===== src/rtl/cpu_pkg.sv =====
// rtl/cpu_pkg.sv - shared encodings for the multicycle CPU fetch path
package cpu_pkg;

  // next-PC select values driven by the control unit; 2'd3 behaves as PC_SEQ
  localparam logic [1:0] PC_SEQ    = 2'd0;
  localparam logic [1:0] PC_BRANCH = 2'd1;
  localparam logic [1:0] PC_JUMP   = 2'd2;

  // fetch controller states
  typedef enum logic [1:0] {
    S_FETCH = 2'd0,
    S_HOLD  = 2'd1,
    S_FAULT = 2'd2
  } fetch_state_t;

  localparam logic [31:0] DEFAULT_RESET_PC = 32'h0000_0000;

endpackage


===== src/rtl/next_pc_calc.sv =====
// rtl/next_pc_calc.sv - combinational next-PC selection (seq / beq / j)
module next_pc_calc
  import cpu_pkg::*;
(
  input  logic [31:0] pc,
  input  logic [1:0]  pc_src,
  input  logic        branch_taken,
  input  logic [15:0] imm16,
  input  logic [25:0] jtarget,
  output logic [31:0] next_pc
);

  logic [31:0] pc4;
  logic [31:0] branch_off;

  assign pc4        = pc + 32'd4;
  // word offset sign-extended and scaled to a byte offset
  assign branch_off = {{14{imm16[15]}}, imm16, 2'b00};

  // pick the successor PC; reserved encodings fall back to sequential
  always_comb begin
    next_pc = pc4;
    case (pc_src)
      PC_BRANCH: next_pc = branch_taken ? (pc4 + branch_off) : pc4;
      PC_JUMP:   next_pc = {pc4[31:28], jtarget, 2'b00};
      default:   next_pc = pc4;
    endcase
  end

endmodule


===== src/rtl/fetch_pc_ctrl.sv =====
// rtl/fetch_pc_ctrl.sv - program counter owner and instruction fetch sequencer
module fetch_pc_ctrl
  import cpu_pkg::*;
#(
  parameter logic [31:0] RESET_PC  = DEFAULT_RESET_PC,
  parameter int          MEM_WORDS = 65
) (
  input  logic        clk,
  input  logic        reset,
  output logic [31:0] pc,
  output logic        if_strobe,
  output logic        ins_valid,
  input  logic        halt,
  input  logic        pc_wr_en,
  input  logic [1:0]  pc_src,
  input  logic        branch_taken,
  input  logic [15:0] imm16,
  input  logic [25:0] jtarget,
  output logic        fault,
  output logic [31:0] retired
);

  localparam logic [29:0] MEM_LIMIT = 30'(MEM_WORDS);

  fetch_state_t state;
  logic [31:0]  next_pc;
  logic         next_in_range;

  next_pc_calc u_next_pc (
    .pc           (pc),
    .pc_src       (pc_src),
    .branch_taken (branch_taken),
    .imm16        (imm16),
    .jtarget      (jtarget),
    .next_pc      (next_pc)
  );

  assign next_in_range = (next_pc[31:2] < MEM_LIMIT);

  // fetch sequencer: strobe the PC, wait for retire, then refetch or trap
  always_ff @(posedge clk) begin
    if (reset) begin
      state     <= S_FETCH;
      pc        <= {RESET_PC[31:2], 2'b00};
      if_strobe <= 1'b0;
      ins_valid <= 1'b0;
      fault     <= 1'b0;
      retired   <= 32'd0;
    end else begin
      case (state)
        S_FETCH: begin
          if (halt) begin
            if_strobe <= 1'b0;
          end else begin
            if_strobe <= 1'b1;
            state     <= S_HOLD;
          end
        end
        S_HOLD: begin
          if_strobe <= 1'b0;
          if (if_strobe) begin
            // memory returns the word one cycle after the strobe
            ins_valid <= 1'b1;
          end else if (ins_valid && pc_wr_en) begin
            pc        <= next_pc;
            retired   <= retired + 32'd1;
            ins_valid <= 1'b0;
            if (next_in_range) begin
              state <= S_FETCH;
            end else begin
              state <= S_FAULT;
              fault <= 1'b1;
            end
          end
        end
        S_FAULT: begin
          if_strobe <= 1'b0;
          ins_valid <= 1'b0;
          fault     <= 1'b1;
        end
        default: begin
          state     <= S_FETCH;
          if_strobe <= 1'b0;
          ins_valid <= 1'b0;
        end
      endcase
    end
  end

endmodule


===== config.mk =====
export PLATFORM = sky130hd
export DESIGN_NAME = fetch_pc_ctrl
export DESIGN_NICKNAME = d
export VERILOG_FILES = /design/src/rtl/cpu_pkg.sv /design/src/rtl/next_pc_calc.sv /design/src/rtl/fetch_pc_ctrl.sv
export SDC_FILE = /design/constraint.sdc
export NUM_CORES = 1
export LEC_CHECK = 0
export CAP_MARGIN = 15
export CELL_PAD_IN_SITES_DETAIL_PLACEMENT = 2
export CELL_PAD_IN_SITES_GLOBAL_PLACEMENT = 2
export CORE_ASPECT_RATIO = 0.6
export CORE_MARGIN = 3
export CORE_UTILIZATION = 32
export DETAILED_ROUTE_END_ITERATION = 6
export PLACE_DENSITY = 0.84
export RECOVER_POWER = 50
export SLEW_MARGIN = 5
export SYNTH_ARGS = -nofsm -noshare
export SYNTH_HDL_FRONTEND = slang
export SYNTH_SLANG_ARGS = --single-unit

===== constraint.sdc =====
create_clock -name clk -period 11.7 [get_ports clk]
set_clock_uncertainty 0.2 [all_clocks]
set_input_delay 2.34 -clock clk [delete_from_list [all_inputs] [get_ports clk]]
set_output_delay 2.34 -clock clk [all_outputs]
set_load 0.02 [all_outputs]

Yosys cells after proc, flatten, opt, wreduce, memory -nomap -nowiden. Cells that the tools add are included.

Register bits after elaboration: 69. Bits of input ports: 49. Output and inout bits: 67. Word-level logic and storage cells: 45.

$add $sub $neg: 3. $lt $le $gt $ge: 1. Eq/ne operators: 9. Multiplexer cells: 15. Bitwise logic cells: 3. Reduce and logical (&&, ||, !) cells: 8.

Operators with widths (count): one-hot mux 32 bit (2 select lines) (1); adder 32 x 1 -> 32 bit, second input constant (1); adder 32 x 3 -> 32 bit, second input constant (1); adder 32 bit (1); 2-to-1 mux 32 bit (1); < comparator 30 x 7 -> 1 bit, second input constant (1); 2-to-1 mux 2 bit (4); != test 2 bit, second input constant (4); AND reduction 4 bit (2); 2-to-1 mux 1 bit (6); one-hot mux 2 bit (3 select lines) (1); == test 2 x 1 -> 1 bit, second input constant (2); == test 2 bit, second input constant (2); one-hot mux 1 bit (2 select lines) (2); != test 3 bit, second input constant (1); NOT 1 bit (3); AND reduction 3 bit (1); zero test 2 bit (1); AND reduction 2 bit (1); nonzero test 2 bit (1); OR reduction 2 bit (1); logical AND 1 bit (1).

Longest topological paths before layout. Gate-level depths: netlist of the first run.

Depth after elaboration: 9. Depth in mapped cells: 17. Depth with buffers taken out: 16.

Modules after synthesis. Synthesis of the first run repeated with hierarchy kept, for this count alone.

Cell total of the unflattened synthesis: 776. Area, all modules: 5749.3 µm².

By module, submodules not included: fetch_pc_ctrl (times used 1, cells each 366, area an instance 2967.8 µm², sequential area each 1381.3 µm²); next_pc_calc (times used 1, cells each 410, area an instance 2781.4 µm², sequential area each 0.0 µm²).

Worst setup path after synthesis of the first run. OpenSTA, ideal clock, no wires.

Path kind: input to register. From: input port imm16[7]. To: register state[1]. Library setup time: 0.125 ns. Arrival: 4.909 ns. Data required time: 11.375 ns. Path slack: 6.466 ns. Stages on the path: 12. Buffers on the path: 1. Cell sequence: ha_1 -> buf_6 -> and3_1 -> nand2_1 -> nor3_1 -> a211oi_4 -> xnor2_1 -> a222oi_1 -> nand2_1 -> or4_1 -> nor4_2 -> a21oi_1.

Word-level cells in the longest chain between the ends: 8.

Ends and longest elaborated chain: start: declaration (RTL line fetch_pc_ctrl.sv:17) `input logic [15:0] imm16,`; adder 32 bit (RTL line next_pc_calc.sv:24) `PC_BRANCH: next_pc = branch_taken ? (pc4 + branch_off) : pc4;`; 2-to-1 mux 32 bit (RTL line next_pc_calc.sv:24); one-hot mux 32 bit (2 select lines) (RTL line next_pc_calc.sv:23) `case (pc_src)`; < comparator 30 x 7 -> 1 bit (RTL line fetch_pc_ctrl.sv:38) `assign next_in_range = (next_pc[31:2] < MEM_LIMIT);`; 2-to-1 mux 2 bit (RTL line fetch_pc_ctrl.sv:68) `if (next_in_range) begin`; 2-to-1 mux 2 bit (RTL line fetch_pc_ctrl.sv:64) `end else if (ins_valid && pc_wr_en) begin`; 2-to-1 mux 2 bit (RTL line fetch_pc_ctrl.sv:61) `if (if_strobe) begin`; one-hot mux 2 bit (3 select lines) (RTL line fetch_pc_ctrl.sv:50) `case (state)`; end signal: assignment (RTL line fetch_pc_ctrl.sv:56) `state <= S_HOLD;`; end signal: assignment (RTL line fetch_pc_ctrl.sv:69) `state <= S_FETCH;`; end signal: assignment (RTL line fetch_pc_ctrl.sv:71) `state <= S_FAULT;`; end: declaration (RTL line fetch_pc_ctrl.sv:25) `fetch_state_t state;`.

Every way passes these cells. The select of a mux whose other input is x is not followed. A chain may end at the register's enable or synchronous reset.

Worst setup path in the final report of the first run.
From: input port imm16[15]. To: register state[1].

Same word-level chain as after synthesis.

==> flow_metrics.py, run 1 <==
metrics = {
    "yosys": {
        "ys_seq_elements": 67,
        "synthArstFlopShare_pct": 0,
        "synth_ff_type": "dfxtp_1",
        "synth_top_cell_by_area": "dfxtp_1",
        "seq_area_frac_synth_pct": 23.1,
        "netlist_instances": 788,
        "avgSynthCellArea_sq_um": 7.36,
        "synth_cell_types": 72,
        "yosys_warnings": 0,
        "synth_common_cells": "115 x nor2_1, 67 x dfxtp_1, 67 x nand2_1, 54 x a21oi_1, 40 x xnor2_1",
        "synth.most_common_cell": "nor2_1",
        "synth_edf_count": 0,
        "synthTopCellsByArea": "dfxtp_1 23%, ha_1 7.6%, nor2_1 7.4%",
        "synth_top_area_share_pct": 23.1,
        "synthesis.area_sq_mm": 0.00580,
    },
    "worst_setup_path": {
        "cp-start-kind": "input pin",
        "critPathRequiredTime_ps": 11710,
        "critical_path.max_fanout": 20,
        "critPathArrivalTime_ps": 6550,
        "path_class": "in2reg",
        "cp-end-kind": "flip-flop",
    },
    "placement": {
        "hpwl_mm": 20.6,
        "gp_congestion": 0.960,
        "port_buffers": 113,
    },
    "die": {
        "io-pin-count": 116,
        "die_width_um": 180,
        "num_rows": 37,
        "initial_core_util_pct": 33.2,
        "die_area_sq_mm": 0.0198,
        "core_sq_mm": 0.0175,
        "die_h_um": 110,
    },
    "finish": {
        "fillers": 2036,
        "nNetsFinal": 967,
        "diodes": 0,
        "utilization_pct": 42.5,
        "seq_area_sq_mm": 0.00134,
        "drive_gt1_share_pct": 4.74,
        "syn_to_final_growth_pct": 28.0,
        "multi_input_area_sq_mm": 0.00421,
    },
    "cts": {
        "postCtsSetupBuffers": 0,
        "clock-sinks": 67,
        "cts_hold_buf": 0,
        "cts.path.max_buffers": 2,
        "clock_latency_ps": 340,
        "ctsResizeCount": 0,
        "cts_made_buffers": 9,
        "cts_tree": "done",
        "path_clk_slew_ps": 50,
        "cts_htree_levels": 3,
        "cts_root_buf": "clkbuf_16",
    },
    "global_routing": {
        "met2_usage_pct": 42.4,
        "grt.busiest_layer": "met2",
        "gr-total-overflow": 0,
        "grt_first_pass_wirelength_mm": 41.2,
        "grt_usage_pct": 26.6,
        "grt_pass1_vias": 6973,
        "grt_use_met1_pct": 37.2,
        "use_met3_pct": 5.25,
        "grt_max_degree": 68,
        "antenna_found_initial": 0,
    },
    "drt": {
        "num_vias": 6605,
        "first_iter_violations": 598,
        "wl_per_cell_um": 23.6,
        "dr.pass1.iters": 5,
        "wl_mm": 26.5,
        "viasPerCell": 5.89,
        "drc": 0,
        "antenna_left": 0,
    },
    "pwr": {
        "p_comb_share_pct": 17.0,
        "intPower_uw": 442,
        "swShare_pct": 28.8,
        "power-per-cell-area_mw_per_mm2": 83.6,
        "p_leak_uw": 0.00295,
        "power_frac_clock_pct": 45.6,
        "ir_drop_mv": 0.0660,
        "power.switching_uw": 179,
        "p_seq_share_pct": 37.4,
    },
    "timing": {
        "tns_ps": 0,
        "fmax_ghz": 0.153,
        "slew_headroom_pct": -117,
        "hold_viol": 0,
        "finalSetupViolations": 0,
        "slew_violations": 68,
        "rsz0062_at_grt": "no",
        "worstMarginPinSlew_ps": 3250,
        "min_period_over_period_pct": 55.9,
        "min_period_ps": 6540,
    },
    "outcome": {
        "outcome": "finished, violations left",
        "violations": "max-capacitance violations, max-slew violations",
    },
    "run": {
        "drv_cap": 1,
    },
    "hold_path": {
        "hold_class": "reg2reg",
    },
}
per-layer routing:
| layer | up-vias | wire length, um |
|---|---|---|
| met5 | - | 0 |
| met4 | 0 | 499 |
| met3 | 32 | 1590 |
| met2 | 198 | 11600 |
| met1 | 3346 | 12800 |
| li1 | 3029 | - |
worst max-delay path: stages:
cell and delay, ps:
clkdlybuf4s50_1 920, ha_1 630, a21oi_1 510, o21ai_0 270, a21o_1 300, a2111oi_0 400, nor2_1 140, xor2_1 180
a22oi_1 260, nand3_1 160, nor4_2 330, a21oi_1 110
final timing paths:
check,start,end,slack [ps],cells after the start
max,imm16[15],state[1]$_SDFFE_PP0P_,5160,12
min,retired[20]$_SDFFE_PP0P_,retired[20]$_SDFFE_PP0P_,340,2
max reg2reg,pc[8]$_SDFFE_PP0P_,state[1]$_SDFFE_PP0P_,5930,15
min reg2reg,retired[20]$_SDFFE_PP0P_,retired[20]$_SDFFE_PP0P_,340,2
stage by stage:
stage	setup slack [ps]	hold slack [ps]	cells	power (uW)	instance area (sq um)
detailed placement	4950	321	1105	340	7120
floorplan	6470	278	789	294	5800
CTS	5250	347	1121	622	7420
finish	5160	339	1121	620	7420
global route	4840	372	1121	643	7420
global placement	5090	289	1105	335	7120
cells in the final DEF (no fill, tap or decap), types with 7 or more instances in the layout:
master / synthesis / routed
xnor2_1: 40 / 40
a22oi_1: 12 / 12
nor2_1: 115 / 115
a21o_1: 8 / 8
nand4_1: 22 / 22
nand3_1: 39 / 39
a211oi_1: 19 / 19
nor3_1: 31 / 31
o21ai_0: 30 / 30
clkdlybuf4s50_1: 0 / 51
nor2b_1: 7 / 7
o211ai_1: 10 / 10
inv_1: 24 / 24
xor2_1: 32 / 32
and2_1: 9 / 9
clkbuf_16: 0 / 9
dfxtp_1: 67 / 67
ha_1: 35 / 35
nand2_1: 67 / 67
o21a_1: 7 / 7
dlygate4sd3_1: 0 / 61
and3_1: 12 / 12
a21oi_1: 54 / 54
power by group through the flow:
stage,Sequential (uW),Combinational [uW],Clock (uW)
floorplan,237,56.9,0
global placement,237,98.6,0
detailed placement,237,103,0
CTS,232,104,286
global route,232,114,297
finish,232,106,283
flip-flops by register name (all words and copies together), names as in the netlist:
| signal | cells |
|---|---|
| fault | 1 |
| if_strobe | 1 |
| state | 2 |
| retired | 32 |
| ins_valid | 1 |
| pc | 30 |
layout make-up:
type	instances	area share (%)
clock inverter	5	0.843
inverter	24	1.21
tap	234	3.95
sequential	67	18.1
timing repair buffer	120	15.8
multi-input combinational	660	56.8
clock buffer	11	3.27
kinds of logic after synthesis:
logic type | after synthesis | synth area share (%)
muxes | 6 | 1.04
other | 1 | 0.0647
adders and majority gates | 36 | 7.90
and+or+nand+nor | 351 | 29.8
DFF | 67 | 23.1
AOI/OAI and AO/OA | 193 | 22.9
xor gates and xnor gates | 72 | 10.9
buffers and inverters | 62 | 4.34
No activity file was read; power rests on OpenSTA's default activity.
==> run 2: changes to the inputs <==
--- a/config.mk
+++ b/config.mk
@@ -10,9 +10,9 @@
 export CELL_PAD_IN_SITES_GLOBAL_PLACEMENT = 2
 export CORE_ASPECT_RATIO = 0.6
 export CORE_MARGIN = 3
-export CORE_UTILIZATION = 32
+export CORE_UTILIZATION = 27
 export DETAILED_ROUTE_END_ITERATION = 6
-export PLACE_DENSITY = 0.84
+export PLACE_DENSITY = 0.75
 export RECOVER_POWER = 50
 export SLEW_MARGIN = 5
 export SYNTH_ARGS = -nofsm -noshare
==> constraint.sdc (replaced) <==
create_clock -name clk -period 5.35 [get_ports clk]
set_clock_uncertainty 0.2 [all_clocks]
set_input_delay 1.07 -clock clk [delete_from_list [all_inputs] [get_ports clk]]
set_output_delay 1.07 -clock clk [all_outputs]
set_load 0.02 [all_outputs]
==> run 2 against run 1 <==
Effect of this change:
- the run still ends with max-capacitance violations, max-slew violations left
- critical endpoint unchanged
- global-route usage down 4.5 points
- total power up 130%
- core utilization down 5.2 points
- sequential power up 120%
- wire length down 1.7%
- via count down 1.7%
- sequential cell count unchanged
- critical path depth up 5
- largest cell class unchanged
- sequential share of layout area down 0.54 points
- register-to-register slack worse by 5600 ps
- non-clock buffer count up 19
==> flow_metrics.py, run 2 (synthesis results as in run 1) <==
metrics = {
    "outcome": {
        "outcome": "finished, violations left",
        "violations": "max-capacitance violations, max-slew violations",
    },
    "drt": {
        "wl_per_cell_um": 22.1,
        "antenna_left": 0,
        "wl_mm": 26.0,
        "dr.pass1.iters": 5,
        "num_vias": 6496,
        "drc": 0,
        "viasPerCell": 5.51,
        "first_iter_violations": 410,
    },
    "placement": {
        "hpwl_mm": 21.1,
        "gp_congestion": 0.906,
        "post-place-cells": 1160,
        "port_buffers": 113,
    },
    "finish": {
        "final_cells": 1179,
        "diodes": 0,
        "largest_register_ffs": 32,
        "syn_to_final_growth_pct": 32.1,
        "nNetsFinal": 986,
        "top_regs": "retired x32, pc x30, state x2",
        "top_register": "retired",
        "fillers": 2388,
        "layout_commonest_cell": "nor2_1",
        "drive_gt1_share_pct": 7.17,
        "mostFrequentLayoutCells": "115 x nor2_1, 67 x nand2_1, 65 x dfxtp_1",
    },
    "worst_setup_path": {
        "path_cells": "nand4_1, buf_4, nor4_2, buf_4, nand4_1, xnor2_1, ha_1, nand2_1, o21a_1, o211ai_1, o311ai_4, nor3_1, a21oi_1, o211ai_1, or4_1, nor4_2, a21oi_1",
        "crit_buf_inv": 2,
        "cp-start-kind": "flip-flop",
        "critPathTopFamily": "simple AND/OR/NAND/NOR gates",
        "critPathArrivalTime_ps": 5050,
        "critical_path.max_fanout": 8,
        "slowest_stage": "or4_1",
        "path_class": "reg2reg",
        "critPathRequiredTime_ps": 5370,
        "max_stage_delay_ps": 590,
        "cp_num_cells": 17,
        "cp-end-kind": "flip-flop",
        "reg2regPathDepth": 17,
    },
    "cts": {
        "cts_made_buffers": 9,
        "clock-sinks": 67,
        "cts_tree": "done",
        "cts_htree_levels": 3,
        "path_clk_slew_ps": 60,
        "cts_hold_buf": 0,
        "cts.path.max_buffers": 2,
        "cts_root_buf": "clkbuf_16",
        "clock_latency_ps": 340,
    },
    "timing": {
        "slew_headroom_pct": -33.2,
        "finalSetupViolations": 0,
        "min_period_ps": 5030,
        "fmax_ghz": 0.199,
        "min_period_over_period_pct": 94.1,
        "worstMarginPinSlew_ps": 2000,
        "hold_viol": 0,
        "slew_violations": 44,
        "tns_ps": 0,
        "rsz0062_at_grt": "no",
    },
    "pwr": {
        "ir_drop_mv": 0.161,
        "p_leak_uw": 0.00306,
        "power-per-cell-area_mw_per_mm2": 184,
    },
    "global_routing": {
        "grt_max_degree": 44,
        "gr-total-overflow": 0,
        "grt_first_pass_wirelength_mm": 40.3,
        "grt_usage_pct": 22.1,
        "grt_pass1_vias": 6647,
        "antenna_found_initial": 0,
    },
    "die": {
        "initial_core_util_pct": 28.3,
        "die_width_um": 195,
        "die_area_sq_mm": 0.0233,
        "io-pin-count": 116,
        "die_h_um": 120,
        "num_rows": 40,
        "core_sq_mm": 0.0205,
    },
    "hold_path": {
        "hold_class": "reg2reg",
        "min_path_cells": 2,
    },
    "run": {
        "drv_cap": 1,
    },
}
==> run 2: cell count changes in the layout (fill, tap and decap cells not counted), moves of 2 or more <==
cell             change
clkdlybuf4s50_1      -2
buf_4               +19
dfxtp_1              -2
dlygate4sd3_1        +2
dfxtp_2              +2
clkinv_4             -2
==> run 2: area by class of cell <==
class	count	area [sq um]	area share, %
Timing Repair Buffer	139	1320	17.2
Inverter	24	90.1	1.18
Sequential cell	67	1340	17.5
Tap cell	273	342	4.46
Clock buffer	12	256	3.35
Clock inverter	4	72.6	0.947
Multi-Input combinational cell	660	4240	55.3
==> run 2: stage by stage <==
step           instance area [sq um]  utilization, %  hold WS, ps  power [uW]  setup slack (ps)
2_1_floorplan                   5800               -          278         643               890
3_3_place_gp                    7280            35.5          285         744               342
3_5_place_dp                    7280            35.5          307         746               183
4_1_cts                         7610            37.1          324        1420               137
5_1_grt                         7660            37.3          364        1470              16.1
6_report                        7660            37.3          322        1410               316
==> run 2: metal layers <==
layer  up-vias  GRT usage, %  wire length (um)  share of wire, %
met1      3224          34.0             13500                52
met4         0          2.80               217              0.83
met2       175          31.2             10500                40
met3        22          5.98              1740               6.7
met5         -             0                 0                 0
li1       3075             -                 -                 -
==> run 2: where the power goes <==
part / internal (uW) / switching, uW / leakage (uW)
logic: 91.6 / 140 / 0.00236
registers: 502 / 4.94 / 0.000541
clock network: 433 / 235 / 0.000159
==> run 2: worst paths after layout <==
path                             end               startpoint  slack [ps]
max            state[1]$_SDFFE_PP0P_       pc[8]$_SDFFE_PP0P_         320
min          retired[1]$_SDFFE_PP0P_  retired[1]$_SDFFE_PP0P_         320
max reg2reg    state[1]$_SDFFE_PP0P_       pc[8]$_SDFFE_PP0P_         320
min reg2reg  retired[1]$_SDFFE_PP0P_  retired[1]$_SDFFE_PP0P_         320
==> run 2: worst min-delay path: cells and delay by family, from the launching register on <==
kind            cells  cell delay, ps
compound gates      1              60
flops               1             340
simple gates        1              80
==> run 2: timing repair <==
action / 4_1_cts / 5_1_grt
setup buffers: 0 / 3
endpoints found under the setup margin: 0 / 2
resized for setup: 0 / 6
==> run 3: changes to the inputs <==
--- a/config.mk
+++ b/config.mk
@@ -9,7 +9,6 @@
 export CELL_PAD_IN_SITES_DETAIL_PLACEMENT = 2
 export CELL_PAD_IN_SITES_GLOBAL_PLACEMENT = 2
 export CORE_ASPECT_RATIO = 0.6
-export CORE_MARGIN = 3
 export CORE_UTILIZATION = 27
 export DETAILED_ROUTE_END_ITERATION = 6
 export PLACE_DENSITY = 0.75
==> run 3 against run 2 <==
Effect of this change:
- the flow still finishes with violations (max-capacitance violations, max-slew violations)
- wire length shrank 3.7%
- maximum frequency is 1.9% lower
- core utilization fell by 0.99 points
- sequential cell count unchanged
- critical path depth is 1 lower
- critical endpoint unchanged
- largest cell class unchanged
- largest power group unchanged
==> flow_metrics.py, run 3 (synthesis results as in run 1) <==
metrics = {
    "worst_setup_path": {
        "critPathRequiredTime_ps": 5370,
        "reg2regPathDepth": 16,
        "critical_path.max_fanout": 10,
        "max_stage_delay_ps": 650,
        "r2r_setup_slack_ps": 220,
        "timing.rr.end": "state[1]$_SDFFE_PP0P_",
        "path_cells": "nand4_1, or4_1, xor2_2, inv_1, ha_2, and2_1, nand2_1, a2111oi_2, buf_4, o311ai_2, nor2b_1, a21oi_1, o211ai_1, or4_1, nor4_2, a21oi_1",
        "cp-start-kind": "flip-flop",
        "startpoint": "pc[4]$_SDFFE_PP0P_",
        "critPathCapture": "state[1]$_SDFFE_PP0P_",
        "slowest_stage": "or4_1",
        "crit-reg2reg-launch": "pc[4]$_SDFFE_PP0P_",
        "cp-end-kind": "flip-flop",
        "path_class": "reg2reg",
        "critPathArrivalTime_ps": 5150,
    },
    "outcome": {
        "outcome": "finished, violations left",
        "violations": "max-capacitance violations, max-slew violations",
    },
    "global_routing": {
        "grt_max_degree": 46,
        "met2_usage_pct": 32.9,
        "use_met3_pct": 5.69,
        "grt_first_pass_wirelength_mm": 38.3,
        "grt.busiest_layer": "met1",
        "gr-total-overflow": 0,
        "grt_pass1_vias": 6376,
        "grt_usage_pct": 22.8,
        "grt_use_met1_pct": 34.4,
        "antenna_found_initial": 0,
    },
    "pwr": {
        "p_total_uw": 1410,
        "power-per-cell-area_mw_per_mm2": 185,
        "ir_drop_mv": 0.151,
        "p_leak_uw": 0.00305,
    },
    "drt": {
        "antenna_left": 0,
        "viasPerCell": 5.39,
        "drc": 0,
        "dr.pass1.iters": 4,
        "wl_mm": 25.1,
        "num_vias": 6368,
        "wl_per_cell_um": 21.2,
        "first_iter_violations": 420,
    },
    "finish": {
        "top_register": "retired",
        "largest_register_ffs": 32,
        "fillers": 2465,
        "syn_to_final_growth_pct": 31.9,
        "mostFrequentLayoutCells": "115 x nor2_1, 67 x nand2_1, 66 x dfxtp_1",
        "top_regs": "retired x32, pc x30, state x2",
        "diodes": 0,
        "nNetsFinal": 982,
        "layout_commonest_cell": "nor2_1",
        "drive_gt1_share_pct": 6.54,
    },
    "cts": {
        "cts_htree_levels": 3,
        "cts_tree": "done",
        "cts_made_buffers": 9,
        "clock-sinks": 67,
        "postCtsSetupBuffers": 0,
        "clock_latency_ps": 340,
        "cts_root_buf": "clkbuf_16",
        "path_clk_slew_ps": 60,
        "cts.path.max_buffers": 2,
    },
    "timing": {
        "fmax_ghz": 0.195,
        "rsz0062_at_grt": "no",
        "tns_ps": 0,
        "finalWorstSetupSlack_ps": 218,
        "slew_headroom_pct": -42.1,
        "min_period_ps": 5130,
        "finalSetupViolations": 0,
        "slew_violations": 90,
        "min_period_over_period_pct": 95.9,
        "worstMarginPinSlew_ps": 2130,
        "hold_viol": 0,
    },
    "placement": {
        "hpwl_mm": 20.2,
        "port_buffers": 113,
        "gp_congestion": 0.909,
        "pre_cts_slack_ps": 186,
    },
    "die": {
        "initial_core_util_pct": 27.6,
        "num_rows": 41,
        "die_area_sq_mm": 0.0221,
        "die_h_um": 116,
        "core_sq_mm": 0.0210,
        "die_width_um": 191,
        "io-pin-count": 116,
    },
    "run": {
        "drv_cap": 2,
    },
    "hold_path": {
        "hold_class": "reg2reg",
    },
}
-- run 3: worst min-delay path by stage --
stage / from / to / slack (ps) / cells after the start
after floorplan: state[1]$_SDFFE_PP0P_ / if_strobe$_SDFF_PP0_ / 280 / 1
after global placement: retired[1]$_SDFFE_PP0P_ / retired[1]$_SDFFE_PP0P_ / 280 / 2
after detailed placement: retired[1]$_SDFFE_PP0P_ / retired[1]$_SDFFE_PP0P_ / 300 / 2
after CTS: pc[31]$_SDFFE_PP0P_ / pc[31]$_SDFFE_PP0P_ / 330 / 2
after global routing: retired[19]$_SDFFE_PP0P_ / retired[19]$_SDFFE_PP0P_ / 350 / 2
final: pc[31]$_SDFFE_PP0P_ / pc[31]$_SDFFE_PP0P_ / 320 / 2
-- run 3: timing repair --
item,4_1_cts,5_1_grt
hold buffers,0,0
gates resized for setup,0,6
setup endpoints to repair,0,3
-- run 3: final cells by class --
| class | instances | area [sq um] | share of cell area [%] |
|---|---|---|---|
| repair buffers | 135 | 1290 | 16.9 |
| clock inverters | 5 | 83.8 | 1.10 |
| inverters | 24 | 90.1 | 1.18 |
| well taps | 279 | 349 | 4.57 |
| multi-input cells | 660 | 4230 | 55.3 |
| clock buffers | 11 | 253 | 3.31 |
| flip-flops and latches | 67 | 1340 | 17.6 |
-- run 3: report_power, final --
part / switching (uW) / leakage (uW) / internal [uW] / total (uW)
clock: 236 / 0.000158 / 435 / 671
sequential: 4.87 / 0.000541 / 502 / 507
combinational: 141 / 0.00236 / 92.5 / 233
-- run 3: critical path: cells and delay by family, from the launching register on --
family          cells  cell delay, ps
buf+inv             2             320
compound gates      5            1060
xor+xnor            1             240
fa+ha+maj           1             440
simple gates        7            2280
flops               1             490
-- run 3: routing by layer --
metal  vias up  part of all wire, %
met4         0                 0.54
met2       145                   40
met3        15                  6.0
li1       3071                    -
met5         -                    0
met1      3137                   53
-- run 3: per-stage QoR --
stage               util (%)  cells  hold slack (ps)  instance area (sq um)
floorplan                  -    789              278                   5800
global placement        34.7   1165              284                   7300
global route            36.3   1181              347                   7640
CTS                     36.3   1181              326                   7630
finish                  36.3   1181              319                   7640
detailed placement      34.7   1165              296                   7300
